===== src/rtl/serial_add_ctrl_pkg.sv =====
// Shared definitions for the bit-serial adder/subtractor controller:
// FSM state encoding, default operand width and counter sizing helper.
package serial_add_ctrl_pkg;

    localparam int DEFAULT_WIDTH = 8;

    typedef enum logic [1:0] {
        ST_IDLE = 2'd0,
        ST_RUN  = 2'd1,
        ST_DONE = 2'd2
    } state_t;

    // The bit counter has to reach WIDTH itself (not just WIDTH-1),
    // so it is sized for WIDTH+1 distinct values.
    function automatic int cnt_width(input int width);
        return $clog2(width + 1);
    endfunction

endpackage


===== src/rtl/adder_1bit.sv =====
// Single-bit full adder; the only arithmetic element of the serial datapath.
module adder_1bit (
    input  logic A,
    input  logic B,
    input  logic Ci,
    output logic Co,
    output logic S
);

    // Sum and carry of one bit position.
    always_comb begin
        S  = A ^ B ^ Ci;
        Co = (A & B) | (Ci & (A ^ B));
    end

endmodule


===== src/rtl/serial_add_ctrl.sv =====
// Bit-serial add/subtract controller. Operands are captured on an accepted
// start, then one bit per clock is pushed LSB-first through a single full
// adder; the result is shifted into sum from the MSB side.
// Optional feature: define SERIAL_ADD_OVF_EN to add the signed-overflow
// output ovf.
//
// state   | meaning
// --------+-----------------------------------------------------------
// IDLE    | waiting for start; sum/cout (and ovf) hold the last result
// RUN     | one bit per cycle through the adder; extra cycle at cnt==WIDTH
// DONE    | done pulse for one cycle, then back to IDLE unconditionally
module serial_add_ctrl
    import serial_add_ctrl_pkg::*;
#(
    parameter int WIDTH = DEFAULT_WIDTH
) (
    input  logic             clk,
    input  logic             rstb,
    input  logic             start,
    input  logic             sub,
    input  logic [WIDTH-1:0] a,
    input  logic [WIDTH-1:0] b,
    input  logic             cin,
    output logic             busy,
    output logic             done,
    output logic [WIDTH-1:0] sum,
`ifdef SERIAL_ADD_OVF_EN
    output logic             ovf,
`endif
    output logic             cout
);

    localparam int CNT_W = cnt_width(WIDTH);
    localparam logic [CNT_W-1:0] CNT_END  = CNT_W'(WIDTH);
    localparam logic [CNT_W-1:0] CNT_MSB  = CNT_W'(WIDTH - 1);
    localparam logic [CNT_W-1:0] CNT_ONE  = CNT_W'(1);

    state_t           state_q;
    logic [WIDTH-1:0] a_q;
    logic [WIDTH-1:0] b_q;
    logic             carry_q;
    logic [CNT_W-1:0] cnt_q;
    logic [WIDTH-1:0] sum_q;
    logic             cout_q;
    logic             done_q;
    logic             busy_q;
`ifdef SERIAL_ADD_OVF_EN
    logic             cmsb_q;
    logic             ovf_q;
`endif

    logic             fa_s;
    logic             fa_co;
    logic [WIDTH-1:0] sum_d;
    logic [WIDTH-1:0] a_d;
    logic [WIDTH-1:0] b_d;
    logic [CNT_W-1:0] cnt_d;

    adder_1bit u_fa (
        .A  (a_q[0]),
        .B  (b_q[0]),
        .Ci (carry_q),
        .Co (fa_co),
        .S  (fa_s)
    );

    // Shifted operand/result values for the next processed bit.
    always_comb begin
        sum_d = {fa_s, sum_q[WIDTH-1:1]};
        a_d   = a_q >> 1;
        b_d   = b_q >> 1;
        cnt_d = cnt_q + CNT_ONE;
    end

    // Controller FSM with registered outputs and serial datapath registers.
    always_ff @(posedge clk) begin
        if (!rstb) begin
            state_q <= ST_IDLE;
            a_q     <= '0;
            b_q     <= '0;
            carry_q <= 1'b0;
            cnt_q   <= '0;
            sum_q   <= '0;
            cout_q  <= 1'b0;
            done_q  <= 1'b0;
            busy_q  <= 1'b0;
`ifdef SERIAL_ADD_OVF_EN
            cmsb_q  <= 1'b0;
            ovf_q   <= 1'b0;
`endif
        end else begin
            done_q <= 1'b0;
            case (state_q)
                ST_IDLE: begin
                    if (start) begin
                        // Subtraction is A + ~B + 1; cin is ignored then.
                        a_q     <= a;
                        b_q     <= sub ? ~b : b;
                        carry_q <= sub ? 1'b1 : cin;
                        cnt_q   <= '0;
                        busy_q  <= 1'b1;
                        state_q <= ST_RUN;
                    end
                end
                ST_RUN: begin
                    if (cnt_q == CNT_END) begin
                        // All bits processed; carry_q is the final carry.
                        cout_q  <= carry_q;
                        done_q  <= 1'b1;
                        state_q <= ST_DONE;
`ifdef SERIAL_ADD_OVF_EN
                        ovf_q   <= cmsb_q ^ carry_q;
`endif
                    end else begin
                        a_q     <= a_d;
                        b_q     <= b_d;
                        sum_q   <= sum_d;
                        carry_q <= fa_co;
                        cnt_q   <= cnt_d;
`ifdef SERIAL_ADD_OVF_EN
                        // Remember the carry going into the MSB position.
                        if (cnt_q == CNT_MSB) begin
                            cmsb_q <= carry_q;
                        end
`endif
                    end
                end
                ST_DONE: begin
                    busy_q  <= 1'b0;
                    state_q <= ST_IDLE;
                end
                default: begin
                    busy_q  <= 1'b0;
                    state_q <= ST_IDLE;
                end
            endcase
        end
    end

    assign busy = busy_q;
    assign done = done_q;
    assign sum  = sum_q;
    assign cout = cout_q;
`ifdef SERIAL_ADD_OVF_EN
    assign ovf  = ovf_q;
`endif

endmodule


===== config.mk =====
export PLATFORM = sky130hd
export DESIGN_NAME = serial_add_ctrl
export DESIGN_NICKNAME = d
export VERILOG_FILES = /design/src/rtl/serial_add_ctrl_pkg.sv /design/src/rtl/adder_1bit.sv /design/src/rtl/serial_add_ctrl.sv
export SDC_FILE = /design/constraint.sdc
export NUM_CORES = 1
export LEC_CHECK = 0
export ABC_AREA = 0
export CAP_MARGIN = 10
export CORE_ASPECT_RATIO = 0.7
export CORE_UTILIZATION = 49
export CTS_CLUSTER_SIZE = 20
export DETAILED_ROUTE_END_ITERATION = 6
export PLACE_DENSITY_LB_ADDON = 0.2
export SYNTH_ARGS = -nofsm -noshare
export SYNTH_HDL_FRONTEND = slang
export SYNTH_HIERARCHICAL = 1
export SYNTH_SLANG_ARGS = --single-unit

===== constraint.sdc =====
create_clock -name clk -period 2.1 [get_ports clk]
set_input_delay 0.21 -clock clk [delete_from_list [all_inputs] [get_ports clk]]
set_output_delay 0.21 -clock clk [all_outputs]
set_load 0.01 [all_outputs]

Word level (Yosys, flattened, before mapping)
Cells that the tools add are included.
{ "totals": {"elab_cells": 51, "output_inout_bits": 11, "ff_bits": 34} }
{ "classes": {"add_sub_neg": 1, "reduce_logical": 8, "bitwise_logic": 8, "mux": 20, "n_eq_ne": 5} }
{ "op_table": {"columns": ["cell", "n"], "rows": [
  ["$mux W8", 5],
  ["$pmux W8 S2", 2],
  ["$reduce_and A2 Y1", 5],
  ["$mux W4", 2],
  ["$not A8 Y8", 1],
  ["$pmux W4 S2", 1],
  ["$ne A2 B2 Y1 const B", 3],
  ["$mux W1", 5],
  ["$add A4 B1 Y4 const B", 1],
  ["$eq A4 B4 Y1 const B", 1],
  ["$mux W2", 2],
  ["$pmux W1 S2", 2],
  ["$pmux W2 S2", 1],
  ["$reduce_and A3 Y1", 1],
  ["$and A1 B1 Y1", 2],
  ["$eq A2 B1 Y1 const B", 1],
  ["$logic_not A2 Y1", 1],
  ["$not A1 Y1", 2],
  ["$reduce_bool A2 Y1", 1],
  ["$xor A1 B1 Y1", 2],
  ["$or A1 B1 Y1", 1]
]} }

Depth between registers and ports, before layout
Gate-level depths: netlist (run 1).
{ "logic_depth": {"ltp_word": 5, "depth_mapped": 8, "depth_no_buf": 6} }

Cells and area by module
The synthesis (run 1) kept the hierarchy.
{ "modules_own_cells": {"columns": ["mod", "instances", "area_each_um2", "cells_each"], "rows": [
  ["serial_add_ctrl", 1, 1470.2, 182],
  ["adder_1bit", 1, 20.0, 1]
]} }

Least setup slack after synthesis (run 1)
Ideal clock, no wire load.
{ "synth_path": {"kind": "flip-flop to flip-flop", "start": "register cnt_q[0]", "end": "register b_q[7]", "t_arrival_ns": 1.624, "setup_slack_ns": 0.348, "required_time_ns": 1.972, "stages_incl_launch_ff": 9, "n_path_buf": 2, "synth_period_minus_slack_ns": 1.752, "cell_sequence": "dfxtp_1 > inv_1 > ha_1 > and3b_1 > buf_6 > a211o_1 > clkbuf_1 > a22oi_1 > nor2_1"} }
{ "synth_via": {"elab_chain_cells": 3} }
{ "synth_rtl": {"columns": ["element", "line", "source"], "rows": [
  ["from (decl)", "serial_add_ctrl.sv:42", "logic [CNT_W-1:0] cnt_q;"],
  ["from (signal assigned)", "serial_add_ctrl.sv:119", "cnt_q <= cnt_d;"],
  ["$eq A4 B4 Y1", "serial_add_ctrl.sv:106", "if (cnt_q == CNT_END) begin"],
  ["$ne A2 B2 Y1 (no line)", null, null],
  ["$reduce_and A3 Y1 (no line)", null, null],
  ["to (signal assigned)", "serial_add_ctrl.sv:98", "b_q <= sub ? ~b : b;"],
  ["to (decl)", "serial_add_ctrl.sv:40", "logic [WIDTH-1:0] b_q;"]
]} }
No other way between the ends.
A chain may end at the register's enable or synchronous reset.

Final worst setup path (run 1)
{ "layout_path": {"start": "register cnt_q[0]", "end": "register a_q[5]"} }
{ "layout_via": {"elab_chain_cells": 3} }
{ "layout_rtl": {"columns": ["element", "line", "source"], "rows": [
  ["$eq A4 B4 Y1", "serial_add_ctrl.sv:106", null],
  ["$ne A2 B2 Y1 (no line)", null, null],
  ["$reduce_and A3 Y1 (no line)", null, null],
  ["to (signal assigned)", "serial_add_ctrl.sv:79", "a_q <= '0;"],
  ["to (signal assigned)", "serial_add_ctrl.sv:97", "a_q <= a;"],
  ["to (signal assigned)", "serial_add_ctrl.sv:115", "a_q <= a_d;"],
  ["to (decl)", "serial_add_ctrl.sv:39", "logic [WIDTH-1:0] a_q;"]
]} }
No other way between the ends.

==> results of run 1 <==
[power groups by stage]
stage                     sequential [mW]  clock [mW]  combinational [mW]
final                               0.705       0.439               0.204
after global routing                0.709       0.479               0.227
after global placement              0.717           0               0.194
after floorplan                     0.715           0               0.120
after detailed placement            0.718           0               0.203
after CTS                           0.704       0.445               0.204
[registers in the layout, indices dropped and copies added (netlist names), 2 cells and up]
name     flops
sum          8
a_q          8
cnt_q        4
state_q      2
b_q          8
[critical path, cell delays in order, from the launching register on]
cell	delay, ns
dfxtp_1	0.40
inv_1	0.08
ha_1	0.19
and3b_1	0.24
a211oi_4	0.29
buf_4	0.26
nor2_1	0.06
a311oi_1	0.25
[layout by cell type, fill, tap and decap left out]
| master | netlist | routed |
|---|---|---|
| nand4_1 | 1 | 1 |
| a21oi_1 | 21 | 21 |
| a31oi_1 | 1 | 1 |
| nor3b_1 | 1 | 1 |
| nand2b_1 | 2 | 2 |
| a211o_1 | 1 | 1 |
| and3_1 | 1 | 1 |
| buf_4 | 0 | 8 |
| a22oi_1 | 2 | 2 |
| and3b_1 | 1 | 1 |
| a211oi_4 | 1 | 1 |
| clkbuf_8 | 0 | 5 |
| o21ai_0 | 9 | 9 |
| o211ai_1 | 1 | 1 |
| dfxtp_1 | 34 | 34 |
| nand3b_1 | 1 | 1 |
| o21a_1 | 1 | 1 |
| nand3_1 | 8 | 8 |
| nor2b_1 | 1 | 1 |
| nor2_1 | 22 | 22 |
| a311oi_2 | 1 | 1 |
| a311oi_1 | 6 | 6 |
| xnor2_1 | 7 | 7 |
| fa_1 | 1 | 1 |
| nand2_1 | 36 | 36 |
| clkbuf_1 | 8 | 2 |
| inv_1 | 5 | 5 |
| clkdlybuf4s50_1 | 0 | 31 |
| ha_1 | 2 | 2 |
| xor2_1 | 1 | 1 |
| nor2_2 | 1 | 1 |
| nor3_1 | 1 | 1 |
| or3_1 | 1 | 1 |
[metal layers]
metal	routed length [um]	share of wire (%)	vias to the layer above
li1	-	-	686
met1	1530	48	616
met2	1510	47	33
met3	132	4.1	4
met4	27	0.84	0
met5	0	0	-
[path summary, 6_finish.rpt]
check / start / to / slack [ns] / cells after the start
worst min register to register: sum[3]$_SDFFE_PN0P_ / sum[2]$_SDFFE_PN0P_ / 0.47 / 2
worst max register to register: cnt_q[0]$_SDFFE_PN0P_ / a_q[5]$_SDFFE_PN0P_ / 0.23 / 7
worst min-delay path: sum[3]$_SDFFE_PN0P_ / sum[2]$_SDFFE_PN0P_ / 0.47 / 2
worst max-delay path: cnt_q[0]$_SDFFE_PN0P_ / a_q[5]$_SDFFE_PN0P_ / 0.23 / 7
[cells by family (layout without fill, tap and decap cells)]
| group | count (synthesis) | in the layout |
|---|---|---|
| flip-flops | 34 | 34 |
| XOR/XNOR | 8 | 8 |
| AND/OR/NAND/NOR | 77 | 77 |
| buffers and inverters | 17 | 51 |
| AO/OA/AOI/OAI | 44 | 44 |
| adder cells (fa/ha/maj) | 3 | 3 |
[cell type report]
class	count	area [um^2]
inverter	5	18.8
tap	36	45.0
sequential	34	681
fill	234	923
multi-input combinational	132	728
clock buffer	7	76.3
timing repair buffer	39	370
==> impl_metrics.toml, run 1 <==
[detailed_routing]
drt_iter0_drc = 84
wl_per_cell_um = 12.6
wl_mm = 3.20
drt_pass1_iterations = 4
viasPerCell = 5.29
ant_nets = 0
num_vias = 1339
drc = 0

[clock_network]
cts_resized = 0
clk_pin_slew_ns = 0.06
cts_hold_buf = 0
clock_latency_ns = 0.28
clock_path_buffers = 2
cts_htree_levels = 2
ctsRootBufferMaster = "clkbuf_8"
cts_made_buffers = 5
cts_tree = "built"
post_cts_buffers = 0
tritoncts_num_sinks = 34

[grt]
grt_pass1_vias = 1144
met3_usage_pct = 4.91
grt_use_total_pct = 22.5
grt_max_degree = 18
grt_use_met1_pct = 29.7
met2_usage_pct = 37.6
antenna_found_initial = 0
grt_pass1_wl_mm = 5.20
grt_most_used_layer = "met2"
grt.overflow.total = 0

[timing]
rsz0062_at_grt = "no"
tightestPinTransition_ns = 0.502
setup_viol_count_final = 0
clock.fmax_mhz = 535
fin_worst_skew_ns = 0.00823
fin_hold_ws_ns = 0.467
tns_ns = 0
slew_violations = 0
finalCriticalPeriod_ns = 1.87
setup_slack_ns = 0.231
min_period_over_period_pct = 89.0
relSlewSlack_pct = 66.6
hold_viol = 0

[synthesis]
synth_seq_area_share_pct = 45.7
synth-adder-area-share_pct = 3.02
synth_seq_cells = 34
synthTopCellsByArea = "dfxtp_1 46%, nand2_1 9.1%, a21oi_1 7.1%, nor2_1 5.5%, xnor2_1 4.1%"
synth_area_per_cell_um2 = 8.14
ys_warn_count = 6
synth_flop_cell = "dfxtp_1"
yosys.area.top_type = "dfxtp_1"
syn_nets = 207
synth_enable_flop_cells = 0
synthSimpleGateAreaFrac_pct = 22.2
synthCells = 183
yosys.cell_types.count = 32
synth_mux_area_share_pct = 0
synth_xor_xnor_area_share_pct = 4.70
synth_top_family_by_area = "simple AND/OR/NAND/NOR gates"
synth_commonest_cells = "36 x nand2_1, 34 x dfxtp_1, 22 x nor2_1"
synth_compound_area_share_pct = 19.0
synth_top_area_share_pct = 45.7
synthArstFlopShare_pct = 0
synth.most_common_cell = "nand2_1"
synth_area_mm2 = 0.00149

[pwr]
ir_drop_v = 0.000384
power_leakage_nw = 0.727
seqPwrFrac_pct = 52.3
power_mw = 1.35
p_sw_share_pct = 25.0
clkPwrFrac_pct = 32.6
intPower_mw = 1.01
p_comb_share_pct = 15.1
p_switching_mw = 0.337
p_per_area_mw_per_mm2 = 702

[finish]
syn2layout_area_growth_pct = 28.8
finalNonFillerCells = 253
nets = 241
final_cell_area_mm2 = 0.00192
final_layout_size_suffix_gt1_share_pct = 7.37
fin_util_pct = 67.5
diodes = 0

[die]
die_area_mm2 = 0.00327
die_y_um = 48.1
core_mm2 = 0.00284
core.rowCount = 16
die_w_um = 67.9
initial_core_util_pct = 52.4
pin_count = 32

[critical_path]
required_ns = 2.28
cp-start-kind = "register"
path_max_fanout = 16
critPathCaptureType = "register"
critPathKind = "reg2reg"
cp.arrival_ns = 2.05

[placement]
dp_slack_ns = 0.247
globalplace.congestion = 0.832
placedCellCount = 246
place_area_mm2 = 0.00184
io_buffer_count = 31
place_hpwl_mm = 2.34

[min_path]
holdCritPathClass = "reg2reg"

[outcome]
outcome = "finished, final reports clean"

[flow_run]
drv_cap = 0
No activity file was read; power rests on OpenSTA's default activity.
==> inputs of run 2 (changes only) <==
- CORE_MARGIN: not set -> 2
==> run 2 against run 1 <==
Compared with the run above:
- register-to-register slack better by 0.02 ns
- clock power up 27%
- routed wire length up 0.16%
==> impl_metrics.toml, run 2 (synthesized netlist as in run 1, its figures left out) <==
[die]
core_mm2 = 0.00284
die_y_um = 50.1
pin_count = 32
core.rowCount = 16
die_w_um = 69.9
die_area_mm2 = 0.00351
initial_core_util_pct = 52.4

[critical_path]
critPathMaxStageDelay_ns = 0.39
path_cells = "inv_1 > ha_1 > and3b_1 > a211oi_4 > buf_4 > nor2_1 > a311oi_1"
critPathCaptureType = "register"
timing.rr.start = "cnt_q[0]$_SDFFE_PN0P_"
path_max_fanout = 16
startpoint = "cnt_q[0]$_SDFFE_PN0P_"
cp.arrival_ns = 2.04
critPathCapture = "a_q[2]$_SDFFE_PN0P_"
r2r-end = "a_q[2]$_SDFFE_PN0P_"
critPathKind = "reg2reg"
required_ns = 2.29
cp-start-kind = "register"
rr_worst_depth = 7
crit_slowest_cell = "dfxtp_1"
r2r_slack_ns = 0.25

[pwr]
p_per_area_mw_per_mm2 = 749
power_leakage_nw = 0.746
ir_drop_v = 0.000529

[grt]
grt_use_total_pct = 20.7
grt_max_degree = 18
antenna_found_initial = 0
grt_pass1_vias = 1218
grt_pass1_wl_mm = 5.62
grt.overflow.total = 0

[finish]
finalNonFillerCells = 254
final_common_cell = "nand2_1"
diodes = 0
layout_common_cells = "36 x nand2_1, 34 x dfxtp_1, 31 x clkdlybuf4s50_1"
final_cell_area_mm2 = 0.00195
syn2layout_area_growth_pct = 31.1
nets = 241
fin_util_pct = 68.7
final_layout_size_suffix_gt1_share_pct = 8.72

[clock_network]
clock_path_buffers = 2
tritoncts_num_sinks = 34
post_cts_buffers = 0
ctsRootBufferMaster = "clkbuf_8"
cts_made_buffers = 5
cts_tree = "built"
cts_htree_levels = 2
cts_resized = 0
cts_hold_buf = 0
clk_pin_slew_ns = 0.07
clock_latency_ns = 0.28

[timing]
hold_viol = 0
fin_worst_skew_ns = 0.00463
setup_viol_count_final = 0
relSlewSlack_pct = 66.6
min_period_over_period_pct = 87.9
rsz0062_at_grt = "no"
clock.fmax_mhz = 542
tns_ns = 0
slew_violations = 0
finalCriticalPeriod_ns = 1.85
tightestPinTransition_ns = 0.502

[detailed_routing]
ant_nets = 0
drt_iter0_drc = 65
drt_pass1_iterations = 5
drc = 0
wl_mm = 3.21
num_vias = 1325
wl_per_cell_um = 12.6
viasPerCell = 5.22

[placement]
place_area_mm2 = 0.00184
io_buffer_count = 31
globalplace.congestion = 0.798
placedCellCount = 246
place_hpwl_mm = 2.32

[min_path]
holdCritPathClass = "reg2reg"
holdPathStages = 2

[outcome]
outcome = "finished, final reports clean"

[flow_run]
drv_cap = 0
run 2: worst min path at each step:
stage                        startpoint                  end
floorplan                          a[7]  a_q[7]$_SDFFE_PN0P_
global placement    sum[0]$_SDFFE_PN0P_  sum[0]$_SDFFE_PN0P_
detailed placement    cout$_SDFFE_PN0P_    cout$_SDFFE_PN0P_
CTS                   cout$_SDFFE_PN0P_    cout$_SDFFE_PN0P_
global route        sum[2]$_SDFFE_PN0P_  sum[1]$_SDFFE_PN0P_
finish                cout$_SDFFE_PN0P_    cout$_SDFFE_PN0P_
run 2: report_power, final:
part | leakage, nW | internal [mW] | switching, mW | total [mW]
Clock | 0.0575 | 0.331 | 0.226 | 0.557
Combinational | 0.410 | 0.101 | 0.100 | 0.201
Sequential | 0.278 | 0.681 | 0.0242 | 0.705
Total | 0.746 | 1.11 | 0.350 | 1.46
run 2: area by class of cell:
class | instances | area, um^2
Sequential cell | 34 | 681
Fill cell | 250 | 890
Multi-Input combinational cell | 132 | 728
Tap cell | 36 | 45.0
Timing Repair Buffer | 39 | 370
Inverter | 5 | 18.8
Clock buffer | 8 | 110
run 2: per-layer routing:
metal	up-vias	GRT usage [%]	share of wire [%]	wire, um
li1	683	-	-	-
met1	609	26.5	49	1560
met5	-	0	0	0
met2	28	33.8	45	1440
met3	5	5.42	4.8	153
met4	0	8.01	1.6	50
run 2: critical path: cells and delay by family, from the launching register on:
| family | cells | cell delay [ns] |
|---|---|---|
| fa+ha+maj | 1 | 0.19 |
| flops | 1 | 0.39 |
| buf+inv | 2 | 0.33 |
| simple gates | 2 | 0.30 |
| compound gates | 2 | 0.53 |
run 2: metrics by stage:
stage,setup slack (ns),hold WS (ns),power [mW]
6_report,0.255,0.466,1.46
5_1_grt,0.0920,0.493,1.53
3_3_place_gp,0.352,0.443,0.912
2_1_floorplan,0.348,0.358,0.835
3_5_place_dp,0.268,0.455,0.920
4_1_cts,0.252,0.470,1.48
